## config.mk

```make
export PLATFORM = sky130hd
export DESIGN_NAME = operand_fetch_stage_flat
export DESIGN_NICKNAME = d
export VERILOG_FILES = /design/src/rtl/operand_fetch_stage_if.sv /design/src/rtl/operand_fetch_stage.sv /design/src/flat_wrapper.sv
export SDC_FILE = /design/constraint.sdc
export NUM_CORES = 1
export LEC_CHECK = 0
export BUFFER_PORTS_ARGS = -buffer_cell sky130_fd_sc_hd__buf_4
export CAP_MARGIN = 20
export CORE_AREA = 2 2 177 179
export CTS_CLUSTER_SIZE = 12
export DETAILED_ROUTE_END_ITERATION = 8
export DIE_AREA = 0 0 179 181
export PLACE_DENSITY = 0.65
export SYNTH_ARGS = -nofsm -noshare
export SYNTH_HDL_FRONTEND = slang
export SYNTH_SLANG_ARGS = --single-unit
```

## constraint.sdc

```tcl
create_clock -name Clk -period 1.8 [get_ports Clk]
set_input_delay 0.18 -clock Clk [delete_from_list [all_inputs] [get_ports Clk]]
set_output_delay 0.18 -clock Clk [all_outputs]
set_load 0.005 [all_outputs]
```

## src/rtl/operand_fetch_stage_if.sv

```systemverilog
// Bundle of the operand fetch stage's decode, register-file, bypass and ID/EX signals.
// The slave modport is the stage itself; the master modport is its surrounding pipeline.
interface operand_fetch_stage_if #(
    parameter int DATA_WIDTH = 64,
    parameter int ADDR_WIDTH = 5,
    parameter int CNT_WIDTH  = 16
);
    logic                  flush;
    logic                  in_valid;
    logic                  in_ready;
    logic [ADDR_WIDTH-1:0] in_rs1;
    logic [ADDR_WIDTH-1:0] in_rs2;
    logic [ADDR_WIDTH-1:0] in_rd;
    logic                  in_reg_write;
    logic                  in_is_load;
    logic [ADDR_WIDTH-1:0] rf_addrA;
    logic [ADDR_WIDTH-1:0] rf_addrB;
    logic [DATA_WIDTH-1:0] rf_dataA;
    logic [DATA_WIDTH-1:0] rf_dataB;
    logic [ADDR_WIDTH-1:0] ex_rd;
    logic                  ex_reg_write;
    logic                  ex_is_load;
    logic [DATA_WIDTH-1:0] ex_result;
    logic [ADDR_WIDTH-1:0] wb_rd;
    logic                  wb_reg_write;
    logic [DATA_WIDTH-1:0] wb_data;
    logic                  out_valid;
    logic                  out_ready;
    logic [DATA_WIDTH-1:0] out_opA;
    logic [DATA_WIDTH-1:0] out_opB;
    logic [ADDR_WIDTH-1:0] out_rd;
    logic                  out_reg_write;
    logic                  out_is_load;
    logic [CNT_WIDTH-1:0]  stall_count;

    modport slave (
        input  flush, in_valid, in_rs1, in_rs2, in_rd, in_reg_write, in_is_load,
        input  rf_dataA, rf_dataB,
        input  ex_rd, ex_reg_write, ex_is_load, ex_result,
        input  wb_rd, wb_reg_write, wb_data,
        input  out_ready,
        output in_ready, rf_addrA, rf_addrB,
        output out_valid, out_opA, out_opB, out_rd, out_reg_write, out_is_load,
        output stall_count
    );

    modport master (
        output flush, in_valid, in_rs1, in_rs2, in_rd, in_reg_write, in_is_load,
        output rf_dataA, rf_dataB,
        output ex_rd, ex_reg_write, ex_is_load, ex_result,
        output wb_rd, wb_reg_write, wb_data,
        output out_ready,
        input  in_ready, rf_addrA, rf_addrB,
        input  out_valid, out_opA, out_opB, out_rd, out_reg_write, out_is_load,
        input  stall_count
    );
endinterface

```

## src/rtl/operand_fetch_stage.sv

```systemverilog
// Operand fetch: register-file addressing, EX/WB bypass, load-use stall detection
// and the ID/EX pipeline register with a valid/ready handshake.
module operand_fetch_stage #(
    parameter int DATA_WIDTH = 64,
    parameter int ADDR_WIDTH = 5,
    parameter int CNT_WIDTH  = 16
) (
    input  logic                   Clk,
    input  logic                   Rst_n,
    operand_fetch_stage_if.slave   bus
);
    localparam logic [CNT_WIDTH-1:0] CNT_MAX = '1;

    logic [ADDR_WIDTH-1:0] src_idx  [2];
    logic [DATA_WIDTH-1:0] src_rf   [2];
    logic [DATA_WIDTH-1:0] operand  [2];
    logic [1:0]            src_matches_ex;

    logic load_use;
    logic in_ready;
    logic accept;

    logic                  out_valid_reg;
    logic [DATA_WIDTH-1:0] op_a_reg;
    logic [DATA_WIDTH-1:0] op_b_reg;
    logic [ADDR_WIDTH-1:0] rd_reg;
    logic                  reg_write_reg;
    logic                  is_load_reg;
    logic [CNT_WIDTH-1:0]  stall_count_reg;

    assign src_idx[0] = bus.in_rs1;
    assign src_idx[1] = bus.in_rs2;
    assign src_rf[0]  = bus.rf_dataA;
    assign src_rf[1]  = bus.rf_dataB;

    assign bus.rf_addrA = bus.in_rs1;
    assign bus.rf_addrB = bus.in_rs2;

    // Bypass priority: x0, then EX (youngest), then WB (write the file has not shown yet), then file.
    generate
        for (genvar gi = 0; gi < 2; gi++) begin : g_src
            logic src_zero;
            logic ex_hit;
            logic wb_hit;

            assign src_zero = (src_idx[gi] == '0);
            assign ex_hit   = bus.ex_reg_write && !bus.ex_is_load && (bus.ex_rd == src_idx[gi]);
            assign wb_hit   = bus.wb_reg_write && (bus.wb_rd == src_idx[gi]);

            assign operand[gi] = src_zero ? '0          :
                                 ex_hit   ? bus.ex_result :
                                 wb_hit   ? bus.wb_data   :
                                            src_rf[gi];

            assign src_matches_ex[gi] = (bus.ex_rd == src_idx[gi]);
        end
    endgenerate

    // Both sources are checked even if the instruction does not use one of them.
    assign load_use = bus.in_valid && bus.ex_reg_write && bus.ex_is_load &&
                      (bus.ex_rd != '0) && (|src_matches_ex);

    assign in_ready = !bus.flush && !load_use && (!out_valid_reg || bus.out_ready);
    assign accept   = bus.in_valid && in_ready;

    always_ff @(posedge Clk or negedge Rst_n) begin
        if (!Rst_n) begin
            out_valid_reg <= 1'b0;
            op_a_reg      <= '0;
            op_b_reg      <= '0;
            rd_reg        <= '0;
            reg_write_reg <= 1'b0;
            is_load_reg   <= 1'b0;
        end else if (bus.flush) begin
            out_valid_reg <= 1'b0;
        end else if (accept) begin
            out_valid_reg <= 1'b1;
            op_a_reg      <= operand[0];
            op_b_reg      <= operand[1];
            rd_reg        <= bus.in_rd;
            reg_write_reg <= bus.in_reg_write;
            is_load_reg   <= bus.in_is_load;
        end else if (bus.out_ready) begin
            out_valid_reg <= 1'b0;
        end
    end

    always_ff @(posedge Clk or negedge Rst_n) begin
        if (!Rst_n) begin
            stall_count_reg <= '0;
        end else if (load_use && !bus.flush && (stall_count_reg != CNT_MAX)) begin
            stall_count_reg <= stall_count_reg + 1'b1;
        end
    end

    assign bus.in_ready      = in_ready;
    assign bus.out_valid     = out_valid_reg;
    assign bus.out_opA       = op_a_reg;
    assign bus.out_opB       = op_b_reg;
    assign bus.out_rd        = rd_reg;
    assign bus.out_reg_write = reg_write_reg;
    assign bus.out_is_load   = is_load_reg;
    assign bus.stall_count   = stall_count_reg;
endmodule

```

## src/flat_wrapper.sv

```systemverilog
// flat-port wrapper written by rule: the top's interface ports become plain ports
module operand_fetch_stage_flat 
#(
    parameter int DATA_WIDTH = 64,
    parameter int ADDR_WIDTH = 5,
    parameter int CNT_WIDTH  = 16
)
  (Clk, Rst_n, bus_flush, bus_in_valid, bus_in_rs1, bus_in_rs2, bus_in_rd, bus_in_reg_write, bus_in_is_load, bus_rf_dataA, bus_rf_dataB, bus_ex_rd, bus_ex_reg_write, bus_ex_is_load, bus_ex_result, bus_wb_rd, bus_wb_reg_write, bus_wb_data, bus_out_ready, bus_in_ready, bus_rf_addrA, bus_rf_addrB, bus_out_valid, bus_out_opA, bus_out_opB, bus_out_rd, bus_out_reg_write, bus_out_is_load, bus_stall_count);
  operand_fetch_stage_if #(.DATA_WIDTH(DATA_WIDTH), .ADDR_WIDTH(ADDR_WIDTH), .CNT_WIDTH(CNT_WIDTH)) bus_i ();
  input  logic Clk;
  input  logic Rst_n;
  input wire logic [$bits(bus_i.flush)-1:0] bus_flush;
  input wire logic [$bits(bus_i.in_valid)-1:0] bus_in_valid;
  input wire logic [$bits(bus_i.in_rs1)-1:0] bus_in_rs1;
  input wire logic [$bits(bus_i.in_rs2)-1:0] bus_in_rs2;
  input wire logic [$bits(bus_i.in_rd)-1:0] bus_in_rd;
  input wire logic [$bits(bus_i.in_reg_write)-1:0] bus_in_reg_write;
  input wire logic [$bits(bus_i.in_is_load)-1:0] bus_in_is_load;
  input wire logic [$bits(bus_i.rf_dataA)-1:0] bus_rf_dataA;
  input wire logic [$bits(bus_i.rf_dataB)-1:0] bus_rf_dataB;
  input wire logic [$bits(bus_i.ex_rd)-1:0] bus_ex_rd;
  input wire logic [$bits(bus_i.ex_reg_write)-1:0] bus_ex_reg_write;
  input wire logic [$bits(bus_i.ex_is_load)-1:0] bus_ex_is_load;
  input wire logic [$bits(bus_i.ex_result)-1:0] bus_ex_result;
  input wire logic [$bits(bus_i.wb_rd)-1:0] bus_wb_rd;
  input wire logic [$bits(bus_i.wb_reg_write)-1:0] bus_wb_reg_write;
  input wire logic [$bits(bus_i.wb_data)-1:0] bus_wb_data;
  input wire logic [$bits(bus_i.out_ready)-1:0] bus_out_ready;
  output wire logic [$bits(bus_i.in_ready)-1:0] bus_in_ready;
  output wire logic [$bits(bus_i.rf_addrA)-1:0] bus_rf_addrA;
  output wire logic [$bits(bus_i.rf_addrB)-1:0] bus_rf_addrB;
  output wire logic [$bits(bus_i.out_valid)-1:0] bus_out_valid;
  output wire logic [$bits(bus_i.out_opA)-1:0] bus_out_opA;
  output wire logic [$bits(bus_i.out_opB)-1:0] bus_out_opB;
  output wire logic [$bits(bus_i.out_rd)-1:0] bus_out_rd;
  output wire logic [$bits(bus_i.out_reg_write)-1:0] bus_out_reg_write;
  output wire logic [$bits(bus_i.out_is_load)-1:0] bus_out_is_load;
  output wire logic [$bits(bus_i.stall_count)-1:0] bus_stall_count;
  assign bus_i.flush = bus_flush;
  assign bus_i.in_valid = bus_in_valid;
  assign bus_i.in_rs1 = bus_in_rs1;
  assign bus_i.in_rs2 = bus_in_rs2;
  assign bus_i.in_rd = bus_in_rd;
  assign bus_i.in_reg_write = bus_in_reg_write;
  assign bus_i.in_is_load = bus_in_is_load;
  assign bus_i.rf_dataA = bus_rf_dataA;
  assign bus_i.rf_dataB = bus_rf_dataB;
  assign bus_i.ex_rd = bus_ex_rd;
  assign bus_i.ex_reg_write = bus_ex_reg_write;
  assign bus_i.ex_is_load = bus_ex_is_load;
  assign bus_i.ex_result = bus_ex_result;
  assign bus_i.wb_rd = bus_wb_rd;
  assign bus_i.wb_reg_write = bus_wb_reg_write;
  assign bus_i.wb_data = bus_wb_data;
  assign bus_i.out_ready = bus_out_ready;
  assign bus_in_ready = bus_i.in_ready;
  assign bus_rf_addrA = bus_i.rf_addrA;
  assign bus_rf_addrB = bus_i.rf_addrB;
  assign bus_out_valid = bus_i.out_valid;
  assign bus_out_opA = bus_i.out_opA;
  assign bus_out_opB = bus_i.out_opB;
  assign bus_out_rd = bus_i.out_rd;
  assign bus_out_reg_write = bus_i.out_reg_write;
  assign bus_out_is_load = bus_i.out_is_load;
  assign bus_stall_count = bus_i.stall_count;
  operand_fetch_stage #(.DATA_WIDTH(DATA_WIDTH), .ADDR_WIDTH(ADDR_WIDTH), .CNT_WIDTH(CNT_WIDTH)) u_core (.Clk(Clk), .Rst_n(Rst_n), .bus(bus_i));
endmodule
```

==> results of run 1 <==
==> cell families (layout without fill, tap and decap cells) <==
family | Yosys count | in the layout | synth area share [%]
AO/OA/AOI/OAI | 391 | 391 | 32.3
AND/OR/NAND/NOR | 326 | 326 | 15.0
flip-flops | 152 | 152 | 42.9
buffers and inverters | 104 | 599 | 5.96
XOR/XNOR | 27 | 27 | 2.66
multiplexers | 8 | 8 | 1.01
adder cells (fa/ha/maj) | 1 | 1 | 0.141
==> final timing paths <==
kind,to,start,slack [ns]
min in group asynchronous,u_core.bus.out_rd[1],Rst_n,0.29
worst min-delay path,u_core.bus.out_opA[53],bus_ex_result[53],0.06
worst max-delay path,u_core.bus.out_opB[20],u_core.bus.out_valid,-0.01
max in group asynchronous,u_core.bus.stall_count[11],Rst_n,0.86
worst min register to register,u_core.bus.out_opA[1],u_core.bus.out_opA[1],0.48
worst max register to register,u_core.bus.out_opB[20],u_core.bus.out_valid,-0.01
==> synth_stat cells (all sizes together) (2+ instances only) <==
cell	instances	area, sq um
o21ai	65	325
buf	51	327
xor2	12	105
inv	9	33.8
nor4	2	12.5
nand3	15	75.1
o31ai	64	776
a21oi	125	626
mux2	8	90.1
clkbuf	44	169
o2111a	2	22.5
o2bb2ai	64	561
dfrtp	152	3800
nand2	202	758
nand2b	5	31.3
xnor2	15	131
nor3	4	20.0
and3	12	75.1
a21o	63	473
nand4	6	37.5
nor2b	3	18.8
a222oi	2	20.0
and2	3	18.8
nor2	72	270
==> cell usage in the layout (no fill, tap or decap), types with 5 or more instances in the layout <==
cell type	count
o21ai_0	65
nand4_1	6
buf_12	26
dlygate4sd3_1	9
buf_4	515
o31ai_2	37
clkbuf_16	19
xnor2_1	15
xor2_1	12
mux2_2	8
inv_6	5
a21oi_1	125
inv_1	9
and3_1	8
nor2_1	71
dfrtp_1	152
nand3_1	11
nand2_1	202
nand2b_1	5
o31ai_4	25
a21o_1	61
o2bb2ai_1	64
==> power groups by stage <==
stage | sequential, uW | clock [uW] | combinational [uW]
after CTS | 4260 | 3510 | 3030
after global placement | 4290 | 0 | 2970
after detailed placement | 4310 | 0 | 3010
after floorplan | 4310 | 0 | 981
final | 4260 | 3440 | 3180
after global routing | 4320 | 3660 | 3430
==> metrics by stage <==
step	TNS (ns)	total power (uW)	setup WS, ns	util (%)	std cells
6_report	-0.00958	10900	-0.00958	47.5	1900
3_3_place_gp	-32.46	7260	-0.284	44.0	1850
3_5_place_dp	-33.36	7320	-0.317	44.0	1850
5_1_grt	-2.48	11400	-0.0818	47.5	1900
4_1_cts	0	10800	0.0128	46.2	1892
2_1_floorplan	-0.401	5290	-0.00710	-	1009
==> what timing repair did <==
action                                  in CTS  in global routing
endpoints found under the hold margin       49                  0
gates cloned                                 0                  4
pin swaps                                    1                 21
buffers inserted                             1                  4
gates resized for setup                      1                 38
endpoints found under the setup margin       1                 85
hold buffers                                 9                  0
==> critical path, cell delays in order (launching register included) <==
cell	delay [ns]
dfrtp_1	0.42
nor2b_4	0.15
nor2_2	0.11
buf_4	0.13
o211ai_4	0.11
a21o_4	0.30
buf_16	0.19
o31ai_2	0.27
==> per-layer routing <==
metal | up-vias | global-route usage, % | part of all wire [%]
met5 | - | 0 | 0
met4 | 0 | 9.76 | 3.8
met3 | 92 | 5.51 | 8.8
met2 | 530 | 38.0 | 49
met1 | 4860 | 26.9 | 39
li1 | 4526 | - | -
==> area by class of cell <==
| cell class | count | area (sq um) |
|---|---|---|
| inverter | 9 | 33.8 |
| multi-input combinational | 753 | 4900 |
| fill | 2893 | 15900 |
| sequential | 152 | 3800 |
| tap | 396 | 495 |
| clock buffer | 18 | 429 |
| clock inverter | 14 | 114 |
| timing repair buffer | 558 | 4630 |
==> results.yml, run 1 <==
global_route:
  grt_pass1_vias: 10200
  antenna_found_initial: 0
  grt_overflow_total: 0
  grt_pass1_wl_um: 56500
  grt_max_degree: 48
  grt_usage_pct: 22.5
detailed_routing:
  vias_per_cell: 5.27
  drtPass1Iterations: 5
  routedWlPerCell_um: 20.2
  postRouteAntennaNets: 0
  wl_um: 38400
  drtIter0Drc: 633
  drc: 0
  via_count: 10000
synthesis:
  synth_ff_type: "dfrtp_1"
  syn_area_sq_um: 8880
  ys_seq_area_share_pct: 42.9
  syn_inst: 1009
  syn_nets: 1301
  synth_edf_count: 0
  ys_ff_latch: 152
  async_reset_ff_share_pct: 100
  synth.distinct_cells: 38
  ys_warn_count: 0
  synth_area_per_cell_sq_um: 8.80
timing:
  setup_viol: 1
  fin_crit_ns: 1.81
  slew_violations: 0
  whs_ns: 0.0554
  finalHoldViolations: 0
  worst_slack_ns: -0.00958
  min_period_over_period_pct: 101
  skew_ns: 0.0183
  rsz0062_at_grt: "yes"
  worst_slew_pin_slew_ns: 0.558
  fmax_mhz: 553
  slew_headroom_pct: 62.5
clock_tree:
  cts.path.max_buffers: 2
  cts_buffers: 17
  cts_tree: "built"
  clkTransAtPathRegs_ns: 0.08
  cts_max_level: 4
  clock-sinks: 152
  cts_root_buffer: "clkbuf_16"
  worstSkewPairLatency_ns: 0.42
power:
  power.share.switching_pct: 30.9
  power.density_nw_per_um2: 755
  vdd_drop_max_v: 0.000540
  p_seq_share_pct: 39.2
  p_sw_uw: 3360
  p_int_uw: 7510
  pwr-share-comb_pct: 29.2
  leakage_uw: 0.00742
  clkPwrFrac_pct: 31.6
die:
  rows: 64
  die_h_um: 181
  initial_core_util_pct: 29.2
  io_pins: 454
  die_x_um: 179
  core_sq_um: 30300
  die_area_sq_um: 32400
final_layout:
  drive_gt1_share_pct: 44.5
  nets: 1783
  area_growth_pct: 62.3
  n_antenna_cell: 0
  fin_area_sq_um: 14400
place:
  placed_area_sq_um: 13400
  portBuffers: 453
  dp_hpwl_um: 28300
  place_congestion: 0.886
min_path:
  holdPathStages: 3
  hold_path_class: "input port to register"
outcome:
  outcome: "complete, but fails checks"
  violations: "negative setup slack"
setup_path:
  start_kind: "register"
  worst_ep_required_time_ns: 2.12
  critPathCaptureType: "register"
  criticalPathCategory: "register to register"
  ff2ff_path_depth: 7
  arrival_ns: 2.13
  crit_fanout: 14
job:
  max-cap-violations: 0
Power figures use the tool's default switching activity.
==> run 2, diff against run 1 <==
- ABC_AREA: unset -> 1
- CORE_AREA: 2 2 177 179 -> 2 2 174 176
- DIE_AREA: 0 0 179 181 -> 0 0 176 178
- PLACE_DENSITY: 0.65 -> 0.71
==> run 2 against run 1 <==
  * The run now ends clean
  * First-iteration DRC count rose to 2.8 times the previous value
  * Maximum frequency rose by 9.6%
  * Wire length rose by 17%
  * Critical path type unchanged
  * Total power rose by 3.0%
  * Area after synthesis rose by 14%
  * Hold slack got worse by 0.035 ns
  * Synthesized cell count rose by 48%
  * Critical path depth rose by 3
==> results.yml, run 2 <==
timing:
  tns_ns: 0
  fmax_mhz: 605
  fin_crit_ns: 1.65
  rsz0062_at_grt: "no"
  setup_viol: 0
  skew_ns: 0.00967
  finalHoldViolations: 0
  min_period_over_period_pct: 91.8
  worst_slew_pin_slew_ns: 0.554
  worst_slack_ns: 0.148
  slew_violations: 0
  slew_headroom_pct: 63.0
  whs_ns: 0.0204
synthesis:
  ys_ff_latch: 152
  synth_ff_type: "dfrtp_1"
  synthTopCellsByArea: "dfrtp_1, nand3_1, nand2_1, nand4_1, o21ai_1"
  post-synth-top-count-cell: "nand3_1"
  synth_area_per_cell_sq_um: 6.79
  synth.distinct_cells: 22
  netlist.area_leader.share_pct: 37.6
  syn_inst: 1489
  synth.top_cells.by_count: "nand3_1, nand2_1, dfrtp_1"
  synth_edf_count: 0
  ys_seq_area_share_pct: 37.6
  syn_nets: 1781
  yosys.area.top_type: "dfrtp_1"
  async_reset_ff_share_pct: 100
  syn_area_sq_um: 10100
  ys_warn_count: 0
clock_tree:
  cts.path.max_buffers: 2
  clkTransAtPathRegs_ns: 0.07
  cts_buffers: 17
  cts_max_level: 4
  worstSkewPairLatency_ns: 0.43
  cts_tree: "built"
  cts_root_buffer: "clkbuf_16"
  clock-sinks: 152
detailed_routing:
  drc: 0
  postRouteAntennaNets: 0
  wl_um: 44700
  vias_per_cell: 5.65
  drtPass1Iterations: 7
  routedWlPerCell_um: 19.4
  via_count: 13000
  drtIter0Drc: 1781
setup_path:
  path_buf_inv: 2
  critPathCaptureType: "register"
  ff2ff_path_depth: 10
  worst_ep_required_time_ns: 2.17
  crit_chain: "ha_2 > nand3_2 > nor2_2 > nand4_1 > nor2_2 > inv_1 > nand4_1 > clkbuf_16 > nand2_1 > nand2_1"
  reg2reg_from: "u_core.bus.stall_count[0]"
  criticalPathCategory: "register to register"
  crit_fanout: 7
  critPathSlowestCell: "dfrtp_1"
  start_kind: "register"
  arrival_ns: 2.02
  slowest_delay_ns: 0.36
  critical-path-top-delay-family: "simple AND/OR/NAND/NOR gates"
  timing.rr.end: "u_core.bus.stall_count[13]"
  ff2ff_setup_slack_ns: 0.15
place:
  placed_area_sq_um: 14400
  place_congestion: 0.908
  dp_hpwl_um: 32400
  portBuffers: 453
  dp_slack_ns: -0.240
final_layout:
  fin_area_sq_um: 15000
  layout_commonest_cell: "buf_4"
  area_growth_pct: 48.7
  nets: 2194
  drive_gt1_share_pct: 30.8
  final_cell_mix: "buf_4, nand3_1, nand2_1"
global_route:
  grt_usage_pct: 27.6
  grt_overflow_total: 0
  grt_pass1_wl_um: 67900
  antenna_found_initial: 1
  grt_max_degree: 75
  grt_pass1_vias: 12300
power:
  leakage_uw: 0.00792
  pwr-share-comb_pct: 30.2
  p_seq_share_pct: 38.3
  clkPwrFrac_pct: 31.5
  vdd_drop_max_v: 0.000558
  p_int_uw: 7560
  power.share.switching_pct: 32.5
  p_sw_uw: 3640
  power.density_nw_per_um2: 745
min_path:
  hp-start: "bus_in_rd[3]"
  hold_end: "u_core.bus.out_rd[3]"
  hold_path_class: "input port to register"
  holdPathStages: 3
job:
  max-cap-violations: 0
die:
  initial_core_util_pct: 34.4
  die_x_um: 176
  die_area_sq_um: 31300
  die_h_um: 178
  core_sq_um: 29400
  io_pins: 454
  rows: 63
outcome:
  outcome: "finished, final reports clean"
## run 2: what timing repair did
action | in CTS | in global routing
hold buffers | 2 | 0
gates resized for setup | 1 | 6
setup endpoints to repair | 15 | 15
setup buffers | 0 | 3
hold endpoints to repair | 44 | 0
pin swaps | 0 | 4
cloned | 0 | 1
## run 2: kinds of logic after synthesis
group / count (synthesis) / share of synthesized area (%)
buffers and inverters: 248 / 10.6
AOI/OAI and AO/OA: 137 / 6.78
xor gates and xnor gates: 18 / 1.56
DFF: 152 / 37.6
adders and majority gates: 1 / 0.124
and+or+nand+nor: 933 / 43.3
## run 2: worst max-delay path by stage
stage                              start                    endpoint  slack (ns)  depth (start not counted)
2_1_floorplan  u_core.bus.stall_count[0]   u_core.bus.stall_count[6]        0.01                         10
3_3_place_gp               bus_in_rs1[1]   u_core.bus.stall_count[2]       -0.12                          9
3_5_place_dp               bus_in_rs2[4]   u_core.bus.stall_count[8]       -0.24                         11
4_1_cts        u_core.bus.stall_count[7]   u_core.bus.stall_count[2]        0.06                         10
5_1_grt        u_core.bus.stall_count[0]   u_core.bus.stall_count[1]        0.05                         10
6_report       u_core.bus.stall_count[0]  u_core.bus.stall_count[13]        0.15                         10
## run 2: layout make-up
| cell class | instances | area, sq um |
|---|---|---|
| Tap cell | 390 | 488 |
| Clock inverter | 14 | 138 |
| Fill cell | 2884 | 14400 |
| Timing Repair Buffer | 539 | 4440 |
| Clock buffer | 18 | 429 |
| Inverter | 103 | 387 |
| Multi-Input combinational cell | 1089 | 5350 |
| Antenna cell | 1 | 2.50 |
| Sequential cell | 152 | 3800 |
## run 2: through the flow
stage / utilization (%) / total power [uW] / std cells
after floorplan: - / 5520 / 1489
after global placement: 48.9 / 7650 / 2268
after detailed placement: 48.9 / 7690 / 2268
after CTS: 50.9 / 11300 / 2302
after global routing: 51.1 / 11800 / 2306
final: 51.1 / 11200 / 2306
## run 2: per-layer routing
layer  share of wire, %  vias to the layer above  GRT usage (%)
met5                  0                        -              0
met4                5.7                        0           14.9
met3                 11                      180           5.95
met2                 47                      966           44.9
met1                 37                     5975           34.4
li1                   -                     5912              -
## run 2: power by group through the flow
stage	Combinational (uW)	Sequential [uW]	Clock [uW]
4_1_cts	3370	4280	3630
3_3_place_gp	3320	4320	0
6_report	3380	4290	3530
3_5_place_dp	3360	4330	0
5_1_grt	3680	4340	3800
2_1_floorplan	1210	4310	0
## run 2: tightest hold or removal path: cells and delay by family
kind                   cells  cell delay (ns)
buffers and inverters      2             0.15
AO/OA/AOI/OAI              1             0.08
